<file path="src/rtl/elastic_skp_buffer.sv">
// Single-clock elastic buffer between symbol decoder and status encoder.
// Absorbs rate mismatch by dropping or duplicating SKPs inside SKP ordered sets.
module elastic_skp_buffer #(
    parameter int DEPTH     = 16,
    parameter int FILL      = 8,
    parameter int HI_THRESH = 12,
    parameter int LO_THRESH = 4
) (
    input  logic                   CLK,
    input  logic                   Rst,
    input  logic [7:0]             Data_In,
    input  logic                   DataK_In,
    input  logic                   Wr_Valid,
    output logic [7:0]             Data_Out,
    output logic                   DataK_Out,
    output logic                   Data_Valid_Out,
    output logic                   Overflow,
    output logic                   Underflow,
    output logic                   Skp_Added,
    output logic                   Skp_Removed,
    output logic [$clog2(DEPTH):0] Fill_Level
);
    localparam int AW = $clog2(DEPTH);
    localparam int CW = AW + 1;
    localparam logic [CW-1:0] FULL_C  = CW'(DEPTH);
    localparam logic [CW-1:0] FILL_C  = CW'(FILL);
    localparam logic [CW-1:0] HI_C    = CW'(HI_THRESH);
    localparam logic [CW-1:0] LO_C    = CW'(LO_THRESH);
    localparam logic [8:0]    SYM_COM = 9'h1BC;
    localparam logic [8:0]    SYM_SKP = 9'h11C;

    logic [8:0]    mem [DEPTH];
    logic [AW-1:0] wr_ptr_q, wr_ptr_d, rd_ptr_q, rd_ptr_d;
    logic [CW-1:0] count_q, count_d;
    logic          rd_active_q, rd_active_d;
    logic          in_os_q, in_os_d;
    logic [1:0]    skp_cnt_q, skp_cnt_d;
    logic          rm_done_q, rm_done_d;
    logic          add_done_q, add_done_d;
    logic [8:0]    dout_q, dout_d;
    logic          dvalid_q, dvalid_d;
    logic          ovf_q, ovf_d;
    logic          udf_q, udf_d;
    logic          added_q, added_d;
    logic          removed_q, removed_d;

    logic [8:0] wr_sym, rd_sym;
    logic       pop, insert, rd_eff, remove, wr_eff;

    assign wr_sym = {DataK_In, Data_In};
    assign rd_sym = mem[rd_ptr_q];

    // All decisions use the registered count of the current cycle.
    assign pop    = (rd_active_q || (count_q >= FILL_C)) && (count_q != '0);
    assign insert = pop && (rd_sym == SYM_SKP) && (count_q <= LO_C) && !add_done_q;
    assign rd_eff = pop && !insert;
    assign remove = Wr_Valid && (wr_sym == SYM_SKP) && in_os_q && (skp_cnt_q != 2'd0)
                    && !rm_done_q && (count_q >= HI_C);
    assign ovf_d  = Wr_Valid && !remove && (count_q == FULL_C) && !rd_eff;
    assign wr_eff = Wr_Valid && !remove && !ovf_d;

    always_comb begin
        wr_ptr_d    = wr_ptr_q + AW'(wr_eff);
        rd_ptr_d    = rd_ptr_q + AW'(rd_eff);
        count_d     = count_q + CW'(wr_eff) - CW'(rd_eff);
        rd_active_d = rd_active_q;
        in_os_d     = in_os_q;
        skp_cnt_d   = skp_cnt_q;
        rm_done_d   = rm_done_q || remove;
        add_done_d  = add_done_q;
        dout_d      = dout_q;
        dvalid_d    = pop;
        udf_d       = rd_active_q && (count_q == '0);
        added_d     = insert;
        removed_d   = remove;

        if (udf_d) begin
            rd_active_d = 1'b0;
        end else if (count_q >= FILL_C) begin
            rd_active_d = 1'b1;
        end

        if (pop) begin
            dout_d = rd_sym;
        end
        // A duplicated SKP is re-popped normally; the next COM re-arms insertion.
        if (insert) begin
            add_done_d = 1'b1;
        end else if (rd_eff && (rd_sym == SYM_COM)) begin
            add_done_d = 1'b0;
        end

        if (Wr_Valid) begin
            if (wr_sym == SYM_COM) begin
                in_os_d   = 1'b1;
                skp_cnt_d = 2'd0;
                rm_done_d = 1'b0;
            end else if (wr_sym == SYM_SKP) begin
                if (skp_cnt_q != 2'd3) begin
                    skp_cnt_d = skp_cnt_q + 2'd1;
                end
            end else begin
                in_os_d = 1'b0;
            end
        end
    end

    always_ff @(posedge CLK) begin
        if (wr_eff) begin
            mem[wr_ptr_q] <= wr_sym;
        end
    end

    always_ff @(posedge CLK) begin
        if (Rst) begin
            wr_ptr_q    <= '0;
            rd_ptr_q    <= '0;
            count_q     <= '0;
            rd_active_q <= 1'b0;
            in_os_q     <= 1'b0;
            skp_cnt_q   <= 2'd0;
            rm_done_q   <= 1'b0;
            add_done_q  <= 1'b0;
            dout_q      <= '0;
            dvalid_q    <= 1'b0;
            ovf_q       <= 1'b0;
            udf_q       <= 1'b0;
            added_q     <= 1'b0;
            removed_q   <= 1'b0;
        end else begin
            wr_ptr_q    <= wr_ptr_d;
            rd_ptr_q    <= rd_ptr_d;
            count_q     <= count_d;
            rd_active_q <= rd_active_d;
            in_os_q     <= in_os_d;
            skp_cnt_q   <= skp_cnt_d;
            rm_done_q   <= rm_done_d;
            add_done_q  <= add_done_d;
            dout_q      <= dout_d;
            dvalid_q    <= dvalid_d;
            ovf_q       <= ovf_d;
            udf_q       <= udf_d;
            added_q     <= added_d;
            removed_q   <= removed_d;
        end
    end

    assign Data_Out       = dout_q[7:0];
    assign DataK_Out      = dout_q[8];
    assign Data_Valid_Out = dvalid_q;
    assign Overflow       = ovf_q;
    assign Underflow      = udf_q;
    assign Skp_Added      = added_q;
    assign Skp_Removed    = removed_q;
    assign Fill_Level     = count_q;
endmodule

</file>
<file path="config.mk">
export PLATFORM = sky130hd
export DESIGN_NAME = elastic_skp_buffer
export DESIGN_NICKNAME = d
export VERILOG_FILES = /design/src/rtl/elastic_skp_buffer.sv
export SDC_FILE = /design/constraint.sdc
export NUM_CORES = 1
export LEC_CHECK = 0
export CAP_MARGIN = 25
export CORE_MARGIN = 2
export CORE_UTILIZATION = 50
export DETAILED_ROUTE_END_ITERATION = 12
export GPL_ROUTABILITY_DRIVEN = 0
export PLACE_DENSITY = 0.75
export SYNTH_ARGS = -nofsm -noshare
export SYNTH_HDL_FRONTEND = slang
export SYNTH_SLANG_ARGS = --single-unit
</file>
<file path="constraint.sdc">
create_clock -name CLK -period 5.1 [get_ports CLK]
set_clock_uncertainty 0.15 [all_clocks]
set_input_delay 1.02 -clock CLK [delete_from_list [all_inputs] [get_ports CLK]]
set_output_delay 1.02 -clock CLK [all_outputs]
set_load 0.02 [all_outputs]
</file>
Word-level counts from Yosys, hierarchy flattened
Memories as Yosys holds them, arrays and structs flattened. A register that Yosys moved wholly into a read port is not among the register bits.
Cells that the tools add are included.
- register bits after elaboration: 33
- latch bits: 0
- bits in writable memories: 144
- bits in read-only memories: 0
- word-level logic and storage cells: 75
- memories: 1
- memory list (memory ; depth ; bits a word ; rd ports ; clocked after Yosys merged registers in ; write ports ; line ; source):
    mem ; 16 ; 9 ; 1 ; 1 ; 1 ; 32 ; logic [8:0] mem [DEPTH];
- add/sub/neg operators: 5
- $mul: 0
- div/mod/pow operators: 0
- magnitude comparators: 3
- eq/ne operators: 7
- shift-type cells: 0
- multiplexer cells: 12
- bitwise logic cells: 0
- reductions and logical operators: 33
- operators with widths (kind ; number):
    equality test 9 bit (second input constant) ; 4
    logical AND 1 bit ; 16
    >= comparator 5 x 4 -> 1 bit (second input constant) ; 2
    adder 4 x 1 -> 4 bit ; 2
    2-to-1 mux 1 bit ; 8
    nonzero test 2 bit ; 4
    logical NOT 1 bit ; 6
    2-to-1 mux 2 bit ; 3
    adder 5 x 1 -> 5 bit ; 1
    equality test 5 bit (second input constant) ; 1
    <= comparator 5 x 3 -> 1 bit (second input constant) ; 1
    logical NOT 5 bit ; 1
    nonzero test 5 bit ; 1
    subtractor 5 x 1 -> 5 bit ; 1
    2-to-1 mux 4 bit ; 1
    AND reduction 3 bit ; 1
    adder 2 x 1 -> 2 bit (second input constant) ; 1
    logical OR 1 bit ; 2
    != test 2 x 1 -> 1 bit (second input constant) ; 1
    != test 2 bit (second input constant) ; 1
    AND reduction 2 bit ; 1
    OR reduction 2 bit ; 1

Longest topological paths before layout
Gate-level depths: netlist (run 1).
- depth after elaboration: 14
- depth in mapped cells: 17
- gate-level depth less buffers: 16

Least setup slack after synthesis (run 1)
Ideal clock, no wire load.
- kind: register -> register
- start point: register rd_ptr_q[0] (netlist name)
- end point: register count_q[4], in the netlist Fill_Level[4]
- arrival time: 3.664 ns
- data required time: 4.818 ns
- slack: 1.154 ns
- cell stages (with the launch flop): 17
- buffers on the path: 2
- clock period less this slack: 3.946 ns
- cells stage by stage: dfxtp_1 > buf_6 > buf_8 > mux4_1 > mux4_2 > or3_4 > or4_1 > nor3_1 > a211o_1 > ha_1 > inv_1 > fa_1 > inv_1 > a21oi_1 > nor2_1 > or3_1 > a21oi_1
- RTL lines (what ; line ; source):
    end signal, assigned ; 133 ; count_q <= count_d;
    end, declared ; 34 ; logic [CW-1:0] count_q, count_d;

==> results.ini, run 1 <==
[power_and_ir_drop]
ir_drop_uv=272.8
p_per_area_nw_per_um2=474.7
p_leak_nw=2.871
finalPower_w=0.004053

[clock_tree]
cts-buffers-inserted=17
cts-root-buf=clkbuf_16
clkTransAtPathRegs_ns=0.07
cts_setup_buffers=0
cts_tree=yes
ctsHoldBuffers=0
h-tree-depth=4
numClockSinks=177
clock_latency_ns=0.43
clockBufferDepth=2
ctsResizeCount=0

[worst_setup_path]
rrSetupSlack_ns=0.69
cpPeakStageDelay_ns=0.60
critical_path.max_fanout=18
setup.worst_path.class=reg2reg
path_cells=buf_4, mux4_1, a22oi_1, nand2_1, nand4bb_1, or2_2, a211o_1, ha_1, inv_1, fa_1, inv_1, a21oi_1, nor2_1, or3_1, a21oi_1
startpoint_type=register
cp_slowest_cell=mux4_1
r2r-end=Fill_Level[4]$_SDFF_PP0_
rr_worst_depth=15
end_kind=register
crit_family=simple AND/OR/NAND/NOR gates
crit_buf_inv=3
arrival_ns=4.62
r2r-start=rd_ptr_q[0]$_SDFF_PP0_
worstPathRequired_ns=5.32

[finish]
fill_cells=1024
layout.nets=526
final_core_util_pct=59.42
multiInputGateArea_sq_um=2168
seq_area_sq_um=4986
drive_above_1_share_pct=18.79
antennaDiodeCount=0
areaGrowthSynthToFinish_pct=16.99

[synthesis]
yosysTopAreaCell=edfxtp_1
synth_area_leaders=edfxtp_1 (59%), dfxtp_1 (9.1%), mux4_2 (8.3%)
synth-compound-area-share_pct=4.286
yosysWarningCount=0
syn-cell-area_sq_um=7298
synth_seq_cells=177
synth_edf_count=144
syn-num-nets=472
synthMuxAreaShare_pct=12.84
synthCells=444
avgSynthCellArea_sq_um=16.44
synthDistinctLibCells=50
synth_simple_gate_area_share_pct=9.018
synth_fa_ha_area_share_pct=2.846
seq_area_frac_synth_pct=68.30
synth_top_flop_cell=edfxtp_1
synthArstFlopShare_pct=0
synth_xor_xnor_area_share_pct=0.7200
synth_top_family_by_area=multiplexers
synth.top_cell.area_share_pct=59.25

[die]
ios=31
core-area_sq_um=14370
start_util_pct=50.79
die-area_sq_um=15580
dieWidth_um=124.8
die_y_um=124.8
num_rows=44

[global_route]
antenna_found_initial=0
gr-usage-all-layers_pct=19.24
gr-total-overflow=0
grt_max_degree=35
grt_pass1_wl_um=22380
grt_pass1_vias=3944

[timing]
tightest_slew_ns=0.9074
setup_viol_count_final=0
final_max_slew_viol_count=0
rsz0062_at_grt=no
min_period_over_period_pct=86.41
tns_ns=0
fin_crit_ns=4.407
slew-limit-headroom_pct=39.17
hold_viol=0
fmax_mhz=226.9

[routing]
avgRoutedWirePerCell_um=20.28
drt.antenna.violating_nets=0
via_count=3970
vias_per_cell=5.712
first_iter_violations=541
drc=0
drt-total-wl_um=14100
firstDrtPassIters=5

[hold_path]
holdCritPathClass=reg2reg
holdPathEnd=dout_q[3]$_SDFFE_PP0N_
holdPathStages=2
hp-start=dout_q[3]$_SDFFE_PP0N_

[job]
cap_violations=0

[run_status]
outcome=completed

[place]
place.port_buffers=30
dp_hpwl_um=9075

[power by group]
part	switching, W	total (W)	leakage [nW]	internal, W
Clock	0.000582	0.00133	0.306	0.000748
Sequential	0.0000867	0.00175	1.57	0.00166
Combinational	0.000504	0.000976	0.994	0.000472
[logic make-up (layout without fill, tap and decap cells)]
logic type | after synthesis | count (layout)
flip-flops | 177 | 177
AND/OR/NAND/NOR | 127 | 127
AO/OA/AOI/OAI | 46 | 46
multiplexers | 42 | 42
buffers and inverters | 30 | 97
adder cells (fa/ha/maj) | 16 | 16
XOR/XNOR | 6 | 6
[synth_stat cells, types with 5 or more instances]
| cell | instances |
|---|---|
| nand3_1 | 12 |
| nor3_1 | 16 |
| nor2_1 | 26 |
| buf_2 | 5 |
| dfxtp_1 | 33 |
| clkbuf_1 | 11 |
| a21oi_1 | 16 |
| ha_1 | 15 |
| edfxtp_1 | 144 |
| inv_1 | 8 |
| nand2_1 | 35 |
| nor2b_1 | 12 |
| a22oi_1 | 11 |
| mux4_2 | 27 |
| mux4_1 | 11 |
[layout by cell type, fill, tap and decap left out, types with 4 or more instances in the layout]
cell	Yosys	final
a21o_1	4	4
a21oi_1	16	16
a22oi_1	11	11
and2_1	4	4
buf_4	0	27
clkbuf_16	0	17
clkdlybuf4s50_1	0	30
dfxtp_1	33	32
edfxtp_1	144	144
ha_1	15	15
inv_1	8	8
inv_8	0	4
mux2i_1	4	4
mux4_1	11	11
mux4_2	27	27
nand2_1	35	35
nand3_1	12	12
nor2_1	26	26
nor2b_1	12	12
nor3_1	16	16
[per-stage QoR]
step	instance area [sq um]	cells	hold slack (ns)	setup slack, ns
after CTS	8538	695	0.3080	0.6738
final	8538	695	0.3062	0.6929
after floorplan	7298	444	0.2817	1.154
after detailed placement	7918	663	0.2982	0.5477
after global routing	8538	695	0.3328	0.4589
after global placement	7918	663	0.2924	0.6645
[worst max path at each step]
stage                     slack [ns]                        to                   start  cells after the start
after floorplan                 1.15  Fill_Level[4]$_SDFF_PP0_  rd_ptr_q[0]$_SDFF_PP0_                     16
after global placement          0.66  Fill_Level[4]$_SDFF_PP0_                DataK_In                     16
after detailed placement        0.55  Fill_Level[4]$_SDFF_PP0_                DataK_In                     16
after CTS                       0.67  Fill_Level[4]$_SDFF_PP0_  rd_ptr_q[0]$_SDFF_PP0_                     15
after global routing            0.46  Fill_Level[4]$_SDFF_PP0_  rd_ptr_q[0]$_SDFF_PP0_                     15
final                           0.69  Fill_Level[4]$_SDFF_PP0_  rd_ptr_q[0]$_SDFF_PP0_                     15
[per-layer routing]
| metal | track usage (%) | wire (um) | vias up |
|---|---|---|---|
| li1 | - | - | 1852 |
| met1 | 25.87 | 5973 | 1958 |
| met2 | 31.21 | 7007 | 136 |
| met3 | 3.866 | 818 | 24 |
| met4 | 7.647 | 298 | 0 |
| met5 | 0 | 0 | - |
[worst reg2reg max path: stages (launching register included)]
cell and delay [ns]:
dfxtp_2 0.51, buf_4 0.41, mux4_1 0.60, a22oi_1 0.33
nand2_1 0.12, nand4bb_1 0.39, or2_2 0.41, a211o_1 0.27
ha_1 0.19, inv_1 0.06, fa_1 0.20, inv_1 0.05
a21oi_1 0.13, nor2_1 0.06, or3_1 0.30, a21oi_1 0.14
[state kept, by name (all words and copies together) (netlist names), 2 cells and up]
register,flops
skp_cnt_q,2
dout_q,9
Fill_Level,5
wr_ptr_q,4
mem,144
rd_ptr_q,4
[final cells by class]
type | count | share of cell area [%]
Clock buffer | 17 | 4.982
Sequential cell | 177 | 58.40
Clock inverter | 15 | 2.286
Inverter | 8 | 0.3517
Timing Repair Buffer | 57 | 5.891
Multi-Input combinational cell | 237 | 25.40
Tap cell | 184 | 2.696
Power figures use the tool's default switching activity.
==> run 2, diff against run 1 <==
Settings changed: GPL_ROUTABILITY_DRIVEN 0 to default, GPL_TIMING_DRIVEN from default to 0.
==> results.ini, run 2 (synthesis gave the netlist of run 1 again) <==
[worst_setup_path]
path_cells=buf_2, buf_2, clkbuf_1, mux4_2, a22oi_1, nand2_1, nand4bb_1, or2_2, a211o_1, ha_1, inv_1, fa_1, inv_1, a21oi_1, nor2_1, or3_1, a21oi_1
cp_slowest_cell=clkbuf_1
startpoint=rd_ptr_q[2]$_SDFF_PP0_
cpPeakStageDelay_ns=0.62  ; +0.02 ns
r2r-start=rd_ptr_q[2]$_SDFF_PP0_
arrival_ns=4.95  ; +0.33 ns
startpoint_type=register
worstPathRequired_ns=5.31  ; about the same
end_kind=register
critical_path.max_fanout=10  ; -8
setup.worst_path.class=reg2reg

[place]
place_inst=669  ; +0.90%
place.port_buffers=29  ; -3.3%
dp_hpwl_um=10390  ; +14%
gp_congestion=0.8074

[clock_tree]
clock_latency_ns=0.44  ; about the same
clockBufferDepth=2  ; unchanged
ctsHoldBuffers=0  ; unchanged
cts-buffers-inserted=17  ; unchanged
h-tree-depth=4  ; unchanged
cts_setup_buffers=0  ; unchanged
ctsResizeCount=0  ; unchanged
cts-root-buf=clkbuf_16
numClockSinks=177  ; unchanged
clkTransAtPathRegs_ns=0.07  ; about the same
cts_tree=yes

[global_route]
grt_max_degree=24  ; -31%
gr-total-overflow=0  ; unchanged
grt_pass1_wl_um=24210  ; +8.2%
grt_pass1_vias=4145  ; +5.1%
gr-usage-all-layers_pct=21.24  ; +2.0 points
antenna_found_initial=0  ; unchanged

[timing]
tns_ns=0  ; unchanged
hold_viol=0  ; unchanged
fin_crit_ns=4.742  ; +0.3349 ns
tightest_slew_ns=1.051  ; +0.1439 ns
min_period_over_period_pct=92.98  ; +6.6 points
final_max_slew_viol_count=0  ; unchanged
setup_viol_count_final=0  ; unchanged
fmax_mhz=210.9  ; -7.1%
slew-limit-headroom_pct=29.53  ; -9.6 points
rsz0062_at_grt=no

[power_and_ir_drop]
finalPower_w=0.004048  ; -0.11%
p_leak_nw=2.883  ; +0.41%
ir_drop_uv=281.9  ; +3.3%
p_per_area_nw_per_um2=470.3  ; -0.93%

[finish]
areaGrowthSynthToFinish_pct=17.95
final_common_cell=edfxtp_1
fin_cells=702  ; +1.0%
multiInputGateArea_sq_um=2233  ; +3.0%
layout.nets=533  ; +1.3%
largest_reg_flops=144  ; unchanged
final_cell_mix=edfxtp_1 (144), nand2_1 (35), dfxtp_1 (33)
final_core_util_pct=59.91  ; +0.49 points
largest_register=mem
fill_cells=1007  ; -1.7%
antennaDiodeCount=0  ; unchanged
drive_above_1_share_pct=19.11  ; +0.33 points
seq_area_sq_um=4985  ; about the same

[die]
dieWidth_um=124.8  ; unchanged
start_util_pct=50.79  ; unchanged
die_y_um=124.8  ; unchanged
core-area_sq_um=14370  ; unchanged
num_rows=44  ; unchanged
ios=31  ; unchanged
die-area_sq_um=15580  ; unchanged

[hold_path]
hp-start=dout_q[3]$_SDFFE_PP0N_
holdCritPathClass=reg2reg

[routing]
first_iter_violations=453  ; -16%
avgRoutedWirePerCell_um=22.52  ; +11%
vias_per_cell=5.906  ; +3.4%
firstDrtPassIters=4  ; -1
drc=0  ; unchanged
drt-total-wl_um=15810  ; +12%
via_count=4146  ; +4.4%
drt.antenna.violating_nets=0  ; unchanged

[job]
cap_violations=0  ; unchanged

[run_status]
outcome=completed

-- run 2: cell types whose count changed in the layout (fill, tap and decap cells not counted), sizes merged --
cell           change
clkinv             -2
clkbuf            +18
clkdlybuf4s50      -1
inv                -3
buf                -3
bufinv             -2
-- run 2: layer usage --
metal / up-vias / track usage [%] / share of wire [%]
met5: - / 0 / 0
met4: 0 / 7.843 / 2.2
met3: 29 / 4.381 / 5.4
met2: 141 / 35.29 / 50
met1: 2113 / 27.95 / 42
li1: 1863 / - / -
-- run 2: layout make-up --
cell class | count | share of cell area (%)
plain buffers | 22 | 1.337
repair buffers | 42 | 5.029
inverters | 8 | 0.3488
multi-input cells | 237 | 25.94
well taps | 184 | 2.674
clock buffers | 24 | 5.974
clock inverters | 8 | 0.7849
flip-flops and latches | 177 | 57.91
-- run 2: metrics by stage --
stage               hold WS (ns)  setup WS [ns]  area [sq um]
global placement          0.2940        -0.1925          7819
finish                    0.3053         0.3580          8608
detailed placement        0.2991        0.03756          8015
floorplan                 0.2817          1.154          7298
global route              0.3203        0.02511          8608
CTS                       0.3084         0.3277          8597
-- run 2: final timing paths --
| check | slack (ns) | endpoint | cells after the start |
|---|---|---|---|
| max reg2reg | 0.36 | Fill_Level[4]$_SDFF_PP0_ | 17 |
| min | 0.31 | dout_q[3]$_SDFFE_PP0N_ | 2 |
| min reg2reg | 0.31 | dout_q[3]$_SDFFE_PP0N_ | 2 |
| max | 0.36 | Fill_Level[4]$_SDFF_PP0_ | 17 |
-- run 2: power by group --
part | internal (W) | leakage, nW | total [W] | switching, W
logic | 0.000480 | 1.02 | 0.00106 | 0.000583
registers | 0.00166 | 1.57 | 0.00172 | 0.0000601
clock network | 0.000717 | 0.289 | 0.00126 | 0.000547
total | 0.00286 | 2.88 | 0.00405 | 0.00119
-- run 2: worst max-delay path, delay by kind of cell (launching register included) --
kind                     cells  cell delay [ns]
AO/OA/AOI/OAI                4             0.78
buffers and inverters        5             1.26
multiplexers                 1             0.40
AND/OR/NAND/NOR              5             1.35
adder cells (fa/ha/maj)      2             0.39
flip-flops                   1             0.32
